<file path="config.mk">
export PLATFORM = sky130hd
export DESIGN_NAME = mult_div_unit
export DESIGN_NICKNAME = d
export VERILOG_FILES = /design/src/rtl/md_pkg.sv /design/src/rtl/md_addsub.sv /design/src/rtl/mult_div_unit.sv
export SDC_FILE = /design/constraint.sdc
export NUM_CORES = 1
export LEC_CHECK = 0
export ABC_CLOCK_PERIOD_IN_PS = 8000
export CORE_MARGIN = 5
export CORE_UTILIZATION = 60
export CTS_BUF_LIST = sky130_fd_sc_hd__clkbuf_16
export DETAILED_ROUTE_END_ITERATION = 12
export DONT_BUFFER_PORTS = 1
export GPL_ROUTABILITY_DRIVEN = 0
export HOLD_SLACK_MARGIN = 0.08
export PLACE_DENSITY = 0.76
export SLEW_MARGIN = 5
export SYNTH_ARGS = -nofsm -noshare
export SYNTH_HDL_FRONTEND = slang
export SYNTH_SLANG_ARGS = --single-unit
</file>
<file path="constraint.sdc">
create_clock -name clk -period 8 [get_ports clk]
set_clock_uncertainty 0.1 [all_clocks]
set_input_delay 0.8 -clock clk [delete_from_list [all_inputs] [get_ports clk]]
set_output_delay 0.8 -clock clk [all_outputs]
set_load 0.05 [all_outputs]
</file>
<file path="src/rtl/md_pkg.sv">
// Shared definitions for the multicycle multiply/divide engine.
// State and operation encodings plus the default operand width.
package md_pkg;

    localparam int unsigned DEFAULT_WIDTH = 32;

    typedef enum logic [2:0] {
        ST_IDLE    = 3'd0,
        ST_MULT    = 3'd1,
        ST_DIV     = 3'd2,
        ST_DIV_FIX = 3'd3,
        ST_FINISH  = 3'd4
    } state_t;

    typedef enum logic {
        OP_MULT = 1'b0,
        OP_DIV  = 1'b1
    } op_t;

endpackage

</file>
<file path="src/rtl/md_addsub.sv">
// Combinational W-bit adder/subtractor with carry-out.
// With sub=1 the carry-out is the "no borrow" flag (x >= y, unsigned).
module md_addsub #(
    parameter int unsigned W = 33
) (
    input  logic [W-1:0] x,
    input  logic [W-1:0] y,
    input  logic         sub,
    output logic [W-1:0] sum,
    output logic         cout
);

    logic [W-1:0] y_eff;

    always_comb begin
        y_eff       = sub ? ~y : y;
        {cout, sum} = {1'b0, x} + {1'b0, y_eff} + {{W{1'b0}}, sub};
    end

endmodule

</file>
<file path="src/rtl/mult_div_unit.sv">
// Multicycle signed MULT/DIV engine owning HI/LO; one shared add/sub path
// is stepped through WIDTH Booth or restoring-division iterations.
module mult_div_unit
    import md_pkg::*;
#(
    parameter int unsigned WIDTH = DEFAULT_WIDTH,
    parameter int unsigned CNT_W = 6
) (
    input  logic             clk,
    input  logic             reset,
    input  logic             start_mult,
    input  logic             start_div,
    input  logic [WIDTH-1:0] a,
    input  logic [WIDTH-1:0] b,
    output logic             busy,
    output logic             done,
    output logic             div_zero,
    output logic [WIDTH-1:0] hi,
    output logic [WIDTH-1:0] lo
);

    state_t           state;
    logic [CNT_W-1:0] count;

    // Working registers, shared by both operations:
    // mult: work_hi = accumulator, work_lo = multiplier, opnd = multiplicand
    // div:  work_hi = remainder,   work_lo = dividend/quotient, opnd = divisor
    logic [WIDTH:0]   work_hi;
    logic [WIDTH-1:0] work_lo;
    logic             work_q1;
    logic [WIDTH-1:0] opnd;
    logic             quo_neg;
    logic             rem_neg;

    op_t              op_sel;
    logic [WIDTH:0]   as_x;
    logic [WIDTH:0]   as_y;
    logic             as_sub;
    logic [WIDTH:0]   as_sum;
    logic             as_cout;

    logic [WIDTH:0]   booth_hi;
    logic [WIDTH:0]   mult_hi_n;
    logic [WIDTH-1:0] mult_lo_n;
    logic [WIDTH-1:0] div_rem_n;
    logic [WIDTH-1:0] div_quo_n;
    logic [WIDTH-1:0] abs_a;
    logic [WIDTH-1:0] abs_b;
    logic             last;

    md_addsub #(
        .W (WIDTH + 1)
    ) u_addsub (
        .x    (as_x),
        .y    (as_y),
        .sub  (as_sub),
        .sum  (as_sum),
        .cout (as_cout)
    );

    always_comb begin
        op_sel = (state == ST_DIV) ? OP_DIV : OP_MULT;
        as_x   = work_hi;
        as_y   = {opnd[WIDTH-1], opnd};
        as_sub = work_lo[0] & ~work_q1;
        if (op_sel == OP_DIV) begin
            as_x   = {work_hi[WIDTH-1:0], work_lo[WIDTH-1]};
            as_y   = {1'b0, opnd};
            as_sub = 1'b1;
        end

        // Booth pair 01 adds, 10 subtracts, 00/11 only shift.
        booth_hi  = (work_lo[0] ^ work_q1) ? as_sum : work_hi;
        mult_hi_n = {booth_hi[WIDTH], booth_hi[WIDTH:1]};
        mult_lo_n = {booth_hi[0], work_lo[WIDTH-1:1]};

        // Partial remainder is always below the divisor, so WIDTH bits suffice.
        div_rem_n = as_cout ? as_sum[WIDTH-1:0] : as_x[WIDTH-1:0];
        div_quo_n = {work_lo[WIDTH-2:0], as_cout};

        abs_a = a[WIDTH-1] ? -a : a;
        abs_b = b[WIDTH-1] ? -b : b;
        last  = (count == CNT_W'(WIDTH - 1));
    end

    always_ff @(posedge clk) begin
        if (reset) begin
            state    <= ST_IDLE;
            count    <= '0;
            busy     <= 1'b0;
            done     <= 1'b0;
            div_zero <= 1'b0;
            hi       <= '0;
            lo       <= '0;
            work_hi  <= '0;
            work_lo  <= '0;
            work_q1  <= 1'b0;
            opnd     <= '0;
            quo_neg  <= 1'b0;
            rem_neg  <= 1'b0;
        end else begin
            done     <= 1'b0;
            div_zero <= 1'b0;
            case (state)
                ST_IDLE: begin
                    if (start_mult) begin
                        state   <= ST_MULT;
                        busy    <= 1'b1;
                        count   <= '0;
                        work_hi <= '0;
                        work_lo <= b;
                        work_q1 <= 1'b0;
                        opnd    <= a;
                    end else if (start_div) begin
                        if (b == '0) begin
                            done     <= 1'b1;
                            div_zero <= 1'b1;
                        end else begin
                            state   <= ST_DIV;
                            busy    <= 1'b1;
                            count   <= '0;
                            work_hi <= '0;
                            work_lo <= abs_a;
                            work_q1 <= 1'b0;
                            opnd    <= abs_b;
                            quo_neg <= a[WIDTH-1] ^ b[WIDTH-1];
                            rem_neg <= a[WIDTH-1];
                        end
                    end
                end
                ST_MULT: begin
                    work_hi <= mult_hi_n;
                    work_lo <= mult_lo_n;
                    work_q1 <= work_lo[0];
                    count   <= count + 1'b1;
                    if (last) begin
                        hi    <= mult_hi_n[WIDTH-1:0];
                        lo    <= mult_lo_n;
                        done  <= 1'b1;
                        state <= ST_FINISH;
                    end
                end
                ST_DIV: begin
                    work_hi <= {1'b0, div_rem_n};
                    work_lo <= div_quo_n;
                    count   <= count + 1'b1;
                    if (last) begin
                        state <= ST_DIV_FIX;
                    end
                end
                ST_DIV_FIX: begin
                    lo    <= quo_neg ? -work_lo : work_lo;
                    hi    <= rem_neg ? -work_hi[WIDTH-1:0] : work_hi[WIDTH-1:0];
                    done  <= 1'b1;
                    state <= ST_FINISH;
                end
                ST_FINISH: begin
                    busy  <= 1'b0;
                    state <= ST_IDLE;
                end
                default: begin
                    busy  <= 1'b0;
                    state <= ST_IDLE;
                end
            endcase
        end
    end

endmodule

</file>
Word level (Yosys, flattened, before mapping):

Index checks and enable logic that the tools add are counted.

* register bits after elaboration: 176
* input port bits: 68
* logic and storage cells: 105

* add/subtract/negate cells: 7
* eq/ne operators: 9
* mux-type cells: 49
* bitwise logic cells: 9
* reductions and logical operators: 18

Operator list (count)
* $mux W32: 13
* $mux W33: 7
* $neg A32 Y32: 4
* $pmux W32 S2: 2
* $pmux W33 S3: 1
* $pmux W32 S3: 1
* $add A33 B33 Y34: 1
* $add A34 B1 Y34: 1
* $not A33 Y33: 1
* $logic_not A32 Y1: 1
* $mux W6: 3
* $mux W3: 5
* $reduce_and A3 Y1: 5
* $mux W1: 12
* $pmux W3 S4: 1
* $pmux W6 S2: 1
* $reduce_and A4 Y1: 2
* $reduce_bool A2 Y1: 4
* $add A6 B1 Y6 const B: 1
* $eq A3 B2 Y1 const B: 2
* $eq A6 B5 Y1 const B: 1
* $ne A2 B2 Y1 const B: 3
* $ne A3 B3 Y1 const B: 2
* $not A1 Y1: 5
* other kinds (10): 13

Logic depth before layout (Yosys ltp):

Gate-level depths: netlist of run 1.

* word-level depth: 10
* gate-level depth with buffers: 20

Cells and area by module:

From an unflattened synthesis of run 1, not the netlist that was laid out.

* cell total of the unflattened synthesis: 1865
* area total of the unflattened synthesis: 14093.5 sq um

By module, submodules not included
* mult_div_unit: times used 1, cells each 1552, area an instance 11808.8 sq um, sequential area each 3523.4 sq um
* md_addsub: times used 1, cells each 313, area an instance 2284.7 sq um, sequential area each 0.0 sq um

Worst setup path after synthesis of run 1:

OpenSTA, ideal clock, no wires.

* kind: register -> register
* start: register state[1]
* end: register work_hi[19]
* setup time: 0.083 ns
* arrival: 4.084 ns
* data required time: 7.817 ns
* path slack: 3.733 ns
* cell stages (with the launch flop): 17
* buffers on the path: 4
* period minus slack after synthesis: 4.267 ns
* cells stage by stage: dfxtp_1 -> nor3b_1 -> clkbuf_1 -> nor2_1 -> buf_1 -> xnor2_1 -> ha_1 -> clkbuf_1 -> a21o_1 -> a21o_1 -> a2111oi_0 -> nor3_1 -> a22oi_1 -> nand2_1 -> buf_2 -> or4b_2 -> o221ai_1

* longest elaborated chain between the ends: 9

Ends and longest elaborated chain
* from (decl): line mult_div_unit.sv:22 `state_t state;`
* from (signal assigned): line mult_div_unit.sv:88 `state <= ST_IDLE;`
* from (signal assigned): line mult_div_unit.sv:107 `state <= ST_MULT;`
* from (signal assigned): line mult_div_unit.sv:119 `state <= ST_DIV;`
* $eq A3 B2 Y1: line mult_div_unit.sv:62, mult_div_unit.sv:104
* $mux W1: line mult_div_unit.sv:62 `op_sel = (state == ST_DIV) ? OP_DIV : OP_MULT;`
* $mux W33: line mult_div_unit.sv:66 `if (op_sel == OP_DIV) begin`
* $not A33 Y33: line md_addsub.sv:16 `y_eff = sub ? ~y : y;`
* $mux W33: line md_addsub.sv:16
* $add A33 B33 Y34: line md_addsub.sv:17 `{cout, sum} = {1'b0, x} + {1'b0, y_eff} + {{W{1'b0}}, sub};`
* $add A34 B1 Y34: line md_addsub.sv:17
* $mux W32: line mult_div_unit.sv:78 `div_rem_n = as_cout ? as_sum[WIDTH-1:0] : as_x[WIDTH-1:0];`
* $pmux W33 S3: line mult_div_unit.sv:104 `case (state)`
* to (signal assigned): line mult_div_unit.sv:132 `work_hi <= mult_hi_n;`
* to (signal assigned): line mult_div_unit.sv:144 `work_hi <= {1'b0, div_rem_n};`
* to (decl): line mult_div_unit.sv:28 `logic [WIDTH:0] work_hi;`

Parallel ways exist; a longest one is shown, timed or not.
A chain may end at the register's enable or synchronous reset.

Worst setup path after layout of run 1:

Ends and elaborated chain as after synthesis.

==> results.yml, run 1 <==
worst_setup_path:
  critPathKind: "reg2reg"
  worst_setup_path_end_kind: "flop"
  reg2reg_to: "work_hi[19]$_SDFFE_PP0P_"
  rrSetupSlack_ns: 2.48
  cp.arrival_ns: 5.79
  worstPathRequired_ns: 8.26
  worstReg2RegStart: "state[1]$_SDFFE_PP0P_"
  startpoint_type: "flop"
  cp-startpoint: "state[1]$_SDFFE_PP0P_"
  reg2reg_depth: 14
  path_max_fanout: 93
timing:
  finalSetupTns_ns: 0
  finalCritPeriodShare_pct: 69.0
  setup_viol: 0
  layout_setup_ws_ns: 2.48
  hold_ws_ns: 0.326
  rsz0062_at_grt: "false"
  tightest_slew_ns: 1.15
  finalCriticalPeriod_ns: 5.52
  clock.fmax_ghz: 0.181
  maxSlewViolCount: 0
  relSlewSlack_pct: 23.0
  finalHoldViolations: 0
finish:
  final_cells: 2054
  final_core_util_pct: 62.6
  num-fill-cells: 2042
  mostFrequentLayoutCell: "nand2_1"
  layout_common_cells: "nand2_1, nor2_1, dfxtp_1"
  nets: 1863
  area_growth_pct: 2.93
  diodes: 0
  layout-drive-gt1-share_pct: 5.20
  fin_area_mm2: 0.0142
die:
  ios: 135
  fp.dieW_um: 161
  coreArea_mm2: 0.0226
  dieArea_mm2: 0.0261
  initial_core_util_pct: 60.8
  die_h_um: 161
  rows: 55
yosys:
  async_flop_share_pct: 0
  seq_area_frac_synth_pct: 25.6
  synth_area_mm2: 0.0138
  synth_cell_types: 74
  ys_seq_elements: 176
  synth_nets: 2006
  yosys_warnings: 0
  synth_edf_count: 0
  syn_inst: 1899
  synthFlopType: "dfxtp_1"
  syn_area_per_cell_um2: 7.25
global_route:
  grtUsageMet3_pct: 7.14
  grt_pass1_wl_mm: 66.9
  grt_max_degree: 169
  overflow: 0
  track_usage_pct: 31.5
  busiest_layer: "met1"
  grt_pass1_vias: 11968
  antenna_found_initial: 1
  grt_util_met1_pct: 48.9
  grt_use_met2_pct: 42.6
power_and_ir_drop:
  p_leak_nw: 5.10
  p_total_mw: 2.87
  power_density_mw_per_mm2: 202
  vdd_ir_drop_max_v: 0.000132
placement:
  hpwl_mm: 30.8
  pre_cts_ws_ns: 2.60
  dpl_cell_area_mm2: 0.0136
  place_inst: 2022
  io_buffers: 0
hold_path:
  hold_path_class: "in2reg"
  min_path_cells: 1
  worstHoldEndpoint: "work_hi[32]$_SDFFE_PP0P_"
  min_from: "reset"
detailed_routing:
  viasPerCell: 6.80
  post-route-drc-count: 0
  drt_wl_total_mm: 42.6
  route.vias.total: 13970
  drt_pass1_iterations: 6
  drtAntennaViolNets: 0
  drtIter0Drc: 2644
  routedWlPerCell_um: 20.8
clocking:
  clk_pin_slew_ns: 0.08
  htreeDepth: 4
  post_cts_buffers: 0
  postCtsResizedCells: 0
  cts.sinks: 176
  cts_root_buf: "clkbuf_16"
  cts_buffer_depth: 2
  clk_latency_ns: 0.44
  cts-buffers-inserted: 17
  cts_tree: "yes"
  cts-hold-fix-buffers: 0
job:
  maxCapViolCount: 0
outcome:
  status: "finished clean"
[state kept, by name (all words and copies together) (netlist names)]
register,count
count,6
work_hi,33
done,1
rem_neg,1
opnd,32
work_q1,1
work_lo,32
state,3
lo,32
quo_neg,1
div_zero,1
busy,1
hi,32
[synth_stat cells (all sizes together), types with 19 or more instances]
master | instances | area (µm²)
o211ai | 40 | 300
buf | 40 | 205
a222oi | 24 | 240
o21ai | 164 | 821
a311oi | 38 | 333
mux2i | 36 | 360
a211oi | 23 | 173
o22ai | 19 | 119
ha | 38 | 475
nor2 | 178 | 668
xor2 | 83 | 727
clkbuf | 135 | 509
nand3 | 22 | 115
inv | 30 | 113
o31ai | 35 | 268
dfxtp | 176 | 3520
nor3 | 27 | 146
a21oi | 104 | 521
xnor2 | 99 | 867
nand2 | 331 | 1240
[layer usage]
metal  up-vias  wire length, µm
met2       919            17000
met3        76             5720
li1       6561                -
met4         2             1110
met1      6412            18800
met5         -                9
[report_power, final]
group          total (mW)  internal (mW)  switching (mW)
clock network       0.878          0.452           0.425
logic               0.907          0.340           0.567
registers            1.08          0.938           0.146
[area by class of cell]
| cell class | count | area [µm²] | share of cell area (%) |
|---|---|---|---|
| Sequential cell | 176 | 3520 | 24.9 |
| Multi-Input combinational cell | 1518 | 9460 | 66.8 |
| Tap cell | 285 | 357 | 2.52 |
| Clock buffer | 17 | 425 | 3.00 |
| Timing Repair Buffer | 13 | 97.6 | 0.689 |
| Inverter | 30 | 113 | 0.795 |
| Clock inverter | 15 | 194 | 1.37 |
[worst max-delay path, stage by stage (launching register included)]
cell       delay, ns
dfxtp_1         0.68
nor3b_2         0.26
buf_4           0.73
nor2_4          0.40
xnor2_1         0.24
ha_1            0.43
a21o_1          0.22
a21o_1          0.18
a2111oi_0       0.59
nor3_1          0.21
a22oi_1         0.25
nand2_1         0.08
buf_4           0.29
or4b_2          0.65
o221ai_1        0.09
[worst max path at each step]
stage                          endpoint  slack (ns)  depth (start not counted)
3_3_place_gp   work_hi[19]$_SDFFE_PP0P_        2.79                         14
3_5_place_dp   work_hi[19]$_SDFFE_PP0P_        2.60                         14
2_1_floorplan  work_hi[19]$_SDFFE_PP0P_        3.73                         16
4_1_cts        work_hi[19]$_SDFFE_PP0P_        2.54                         14
5_1_grt        work_hi[19]$_SDFFE_PP0P_        2.13                         14
6_report       work_hi[19]$_SDFFE_PP0P_        2.48                         14
[cell families (layout without fill, tap and decap cells)]
| logic type | after synthesis | count (layout) | synth area share, % |
|---|---|---|---|
| fa+ha+maj | 39 | 39 | 3.60 |
| simple gates | 680 | 680 | 22.1 |
| xor+xnor | 182 | 182 | 11.6 |
| buf+inv | 205 | 75 | 6.01 |
| compound gates | 571 | 571 | 27.7 |
| flops | 176 | 176 | 25.6 |
| mux | 46 | 46 | 3.44 |
Power figures use the tool's default switching activity.
==> run 2: changes to the inputs <==
--- a/config.mk
+++ b/config.mk
@@ -5,15 +5,15 @@
 export SDC_FILE = /design/constraint.sdc
 export NUM_CORES = 1
 export LEC_CHECK = 0
-export ABC_CLOCK_PERIOD_IN_PS = 8000
+export ABC_CLOCK_PERIOD_IN_PS = 4500
 export CORE_MARGIN = 5
-export CORE_UTILIZATION = 60
+export CORE_UTILIZATION = 59
 export CTS_BUF_LIST = sky130_fd_sc_hd__clkbuf_16
 export DETAILED_ROUTE_END_ITERATION = 12
 export DONT_BUFFER_PORTS = 1
 export GPL_ROUTABILITY_DRIVEN = 0
 export HOLD_SLACK_MARGIN = 0.08
-export PLACE_DENSITY = 0.76
+export PLACE_DENSITY = 0.78
 export SLEW_MARGIN = 5
 export SYNTH_ARGS = -nofsm -noshare
 export SYNTH_HDL_FRONTEND = slang
==> constraint.sdc (replaced) <==
create_clock -name clk -period 4.5 [get_ports clk]
set_clock_uncertainty 0.1 [all_clocks]
set_input_delay 0.45 -clock clk [delete_from_list [all_inputs] [get_ports clk]]
set_output_delay 0.45 -clock clk [all_outputs]
set_load 0.05 [all_outputs]
==> run 2 against run 1 <==
  * Worst hold slack worse by 0.21 ns
  * Final area is 1.6% higher
  * Flip-flop and latch count did not move
  * Sequential share of layout area shrank 0.37 points
  * Largest cell class unchanged
  * Critical endpoint is now work_hi[23]$_SDFFE_PP0P_
  * Wire length rose by 1.5%
  * Register-to-register slack got worse by 2.2 ns
  * Non-clock buffer count is 20 higher
  * Maximum frequency is 30% higher
  * Critical path depth stayed put
  * First-iteration DRC count is 0.15% higher
  * Die area increased by 1.6%
  * Global-route usage is 0.23 points lower
  * Largest power group unchanged
==> results.yml, run 2 (synthesis results as in run 1) <==
power_and_ir_drop:
  vdd_ir_drop_max_v: 0.000208
  p_leak_nw: 5.21
  power_density_mw_per_mm2: 355
placement:
  hpwl_mm: 31.7
  io_buffers: 0
  place_inst: 2067
worst_setup_path:
  path_max_fanout: 56
  cp.arrival_ns: 4.45
  startpoint_type: "flop"
  worst_setup_path_end_kind: "flop"
  worstPathRequired_ns: 4.70
  critPathKind: "reg2reg"
detailed_routing:
  drt_wl_total_mm: 43.3
  post-route-drc-count: 0
  drtIter0Drc: 2648
  drtAntennaViolNets: 0
  routedWlPerCell_um: 20.6
  drt_pass1_iterations: 8
  route.vias.total: 14069
  viasPerCell: 6.69
die:
  fp.dieW_um: 163
  rows: 55
  coreArea_mm2: 0.0228
  die_h_um: 163
  initial_core_util_pct: 60.4
  ios: 135
  dieArea_mm2: 0.0265
finish:
  nets: 1883
  final_cells: 2102
  largest-register: "work_hi"
  area_growth_pct: 4.54
  layout_common_cells: "nand2_1, nor2_1, dfxtp_1"
  layout-drive-gt1-share_pct: 6.26
  mostFrequentLayoutCell: "nand2_1"
  largest_register_ff_count: 33
  diodes: 0
clocking:
  clk_latency_ns: 0.44
  clk_pin_slew_ns: 0.08
  cts_root_buf: "clkbuf_16"
  htreeDepth: 4
  cts.sinks: 176
  cts_tree: "yes"
  cts-buffers-inserted: 17
  cts_buffer_depth: 2
timing:
  clock.fmax_ghz: 0.235
  finalCriticalPeriod_ns: 4.25
  finalCritPeriodShare_pct: 94.5
  tightest_slew_ns: 1.15
  finalSetupTns_ns: 0
  rsz0062_at_grt: "false"
  maxSlewViolCount: 0
  relSlewSlack_pct: 23.1
  finalHoldViolations: 0
  setup_viol: 0
global_route:
  grt_pass1_vias: 12260
  grt_pass1_wl_mm: 67.3
  overflow: 0
  grt_max_degree: 162
  antenna_found_initial: 0
  track_usage_pct: 31.3
outcome:
  status: "finished clean"
job:
  maxCapViolCount: 0
hold_path:
  hold_path_class: "in2reg"
run 2: path summary, 6_finish.rpt:
check	startpoint	endpoint	slack, ns	depth (start not counted)
worst max-delay path	state[2]$_SDFFE_PP0P_	work_hi[23]$_SDFFE_PP0P_	0.25	14
worst min-delay path	a[8]	opnd[8]$_SDFFE_PP0P_	0.12	2
worst max register to register	state[2]$_SDFFE_PP0P_	work_hi[23]$_SDFFE_PP0P_	0.25	14
worst min register to register	opnd[11]$_SDFFE_PP0P_	opnd[11]$_SDFFE_PP0P_	0.37	2
run 2: final cells by class:
cell class / count / area, µm²
Inverter: 30 / 113
Tap cell: 313 / 392
Timing Repair Buffer: 33 / 298
Clock buffer: 17 / 425
Multi-Input combinational cell: 1518 / 9470
Clock inverter: 15 / 173
Fill cell: 2008 / 8390
Sequential cell: 176 / 3530
run 2: stage by stage:
step | total power, mW | instance area (µm²) | worst slack [ns] | hold slack (ns) | utilization [%]
after global placement | 3.51 | 13700 | 0.336 | 0.353 | 60.3
after CTS | 5.06 | 14400 | 0.226 | 0.108 | 63.1
after global routing | 5.33 | 14400 | 0.0680 | 0.115 | 63.2
after floorplan | 3.15 | 13800 | 0.233 | 0.344 | -
after detailed placement | 3.55 | 13700 | 0.260 | 0.362 | 60.3
final | 5.12 | 14400 | 0.248 | 0.116 | 63.2
run 2: critical path: stages, from the launching register on:
cell       delay (ns)
dfxtp_2          0.40
nor3b_2          0.39
buf_12           0.29
o211ai_1         0.24
o31ai_1          0.20
fa_1             0.29
nor2b_1          0.08
o2111ai_1        0.32
a21oi_1          0.17
o21ai_0          0.49
a21boi_0         0.22
xnor2_1          0.31
o21ai_0          0.21
a222oi_1         0.35
nor2_1           0.06
run 2: timing repair:
action | in CTS | in global routing
endpoints found under the setup margin | 0 | 16
buffers inserted | 0 | 0
hold buffers | 3 | 0
gates resized for setup | 0 | 4
endpoints found under the hold margin | 161 | 0
run 2: report_power, final:
part           leakage (nW)  switching, mW  total [mW]  internal, mW
clock network         0.290          0.716        1.51         0.792
logic                  3.48           1.05        1.68         0.633
registers              1.44          0.259        1.93          1.67
total                  5.21           2.02        5.12          3.09
run 2: routing by layer:
| metal | global-route usage, % | share of wire [%] | vias to the layer above |
|---|---|---|---|
| met1 | 47.5 | 43 | 6488 |
| li1 | - | - | 6603 |
| met5 | 0 | 0 | - |
| met3 | 7.80 | 14 | 73 |
| met4 | 9.07 | 2.5 | 0 |
| met2 | 43.3 | 40 | 905 |
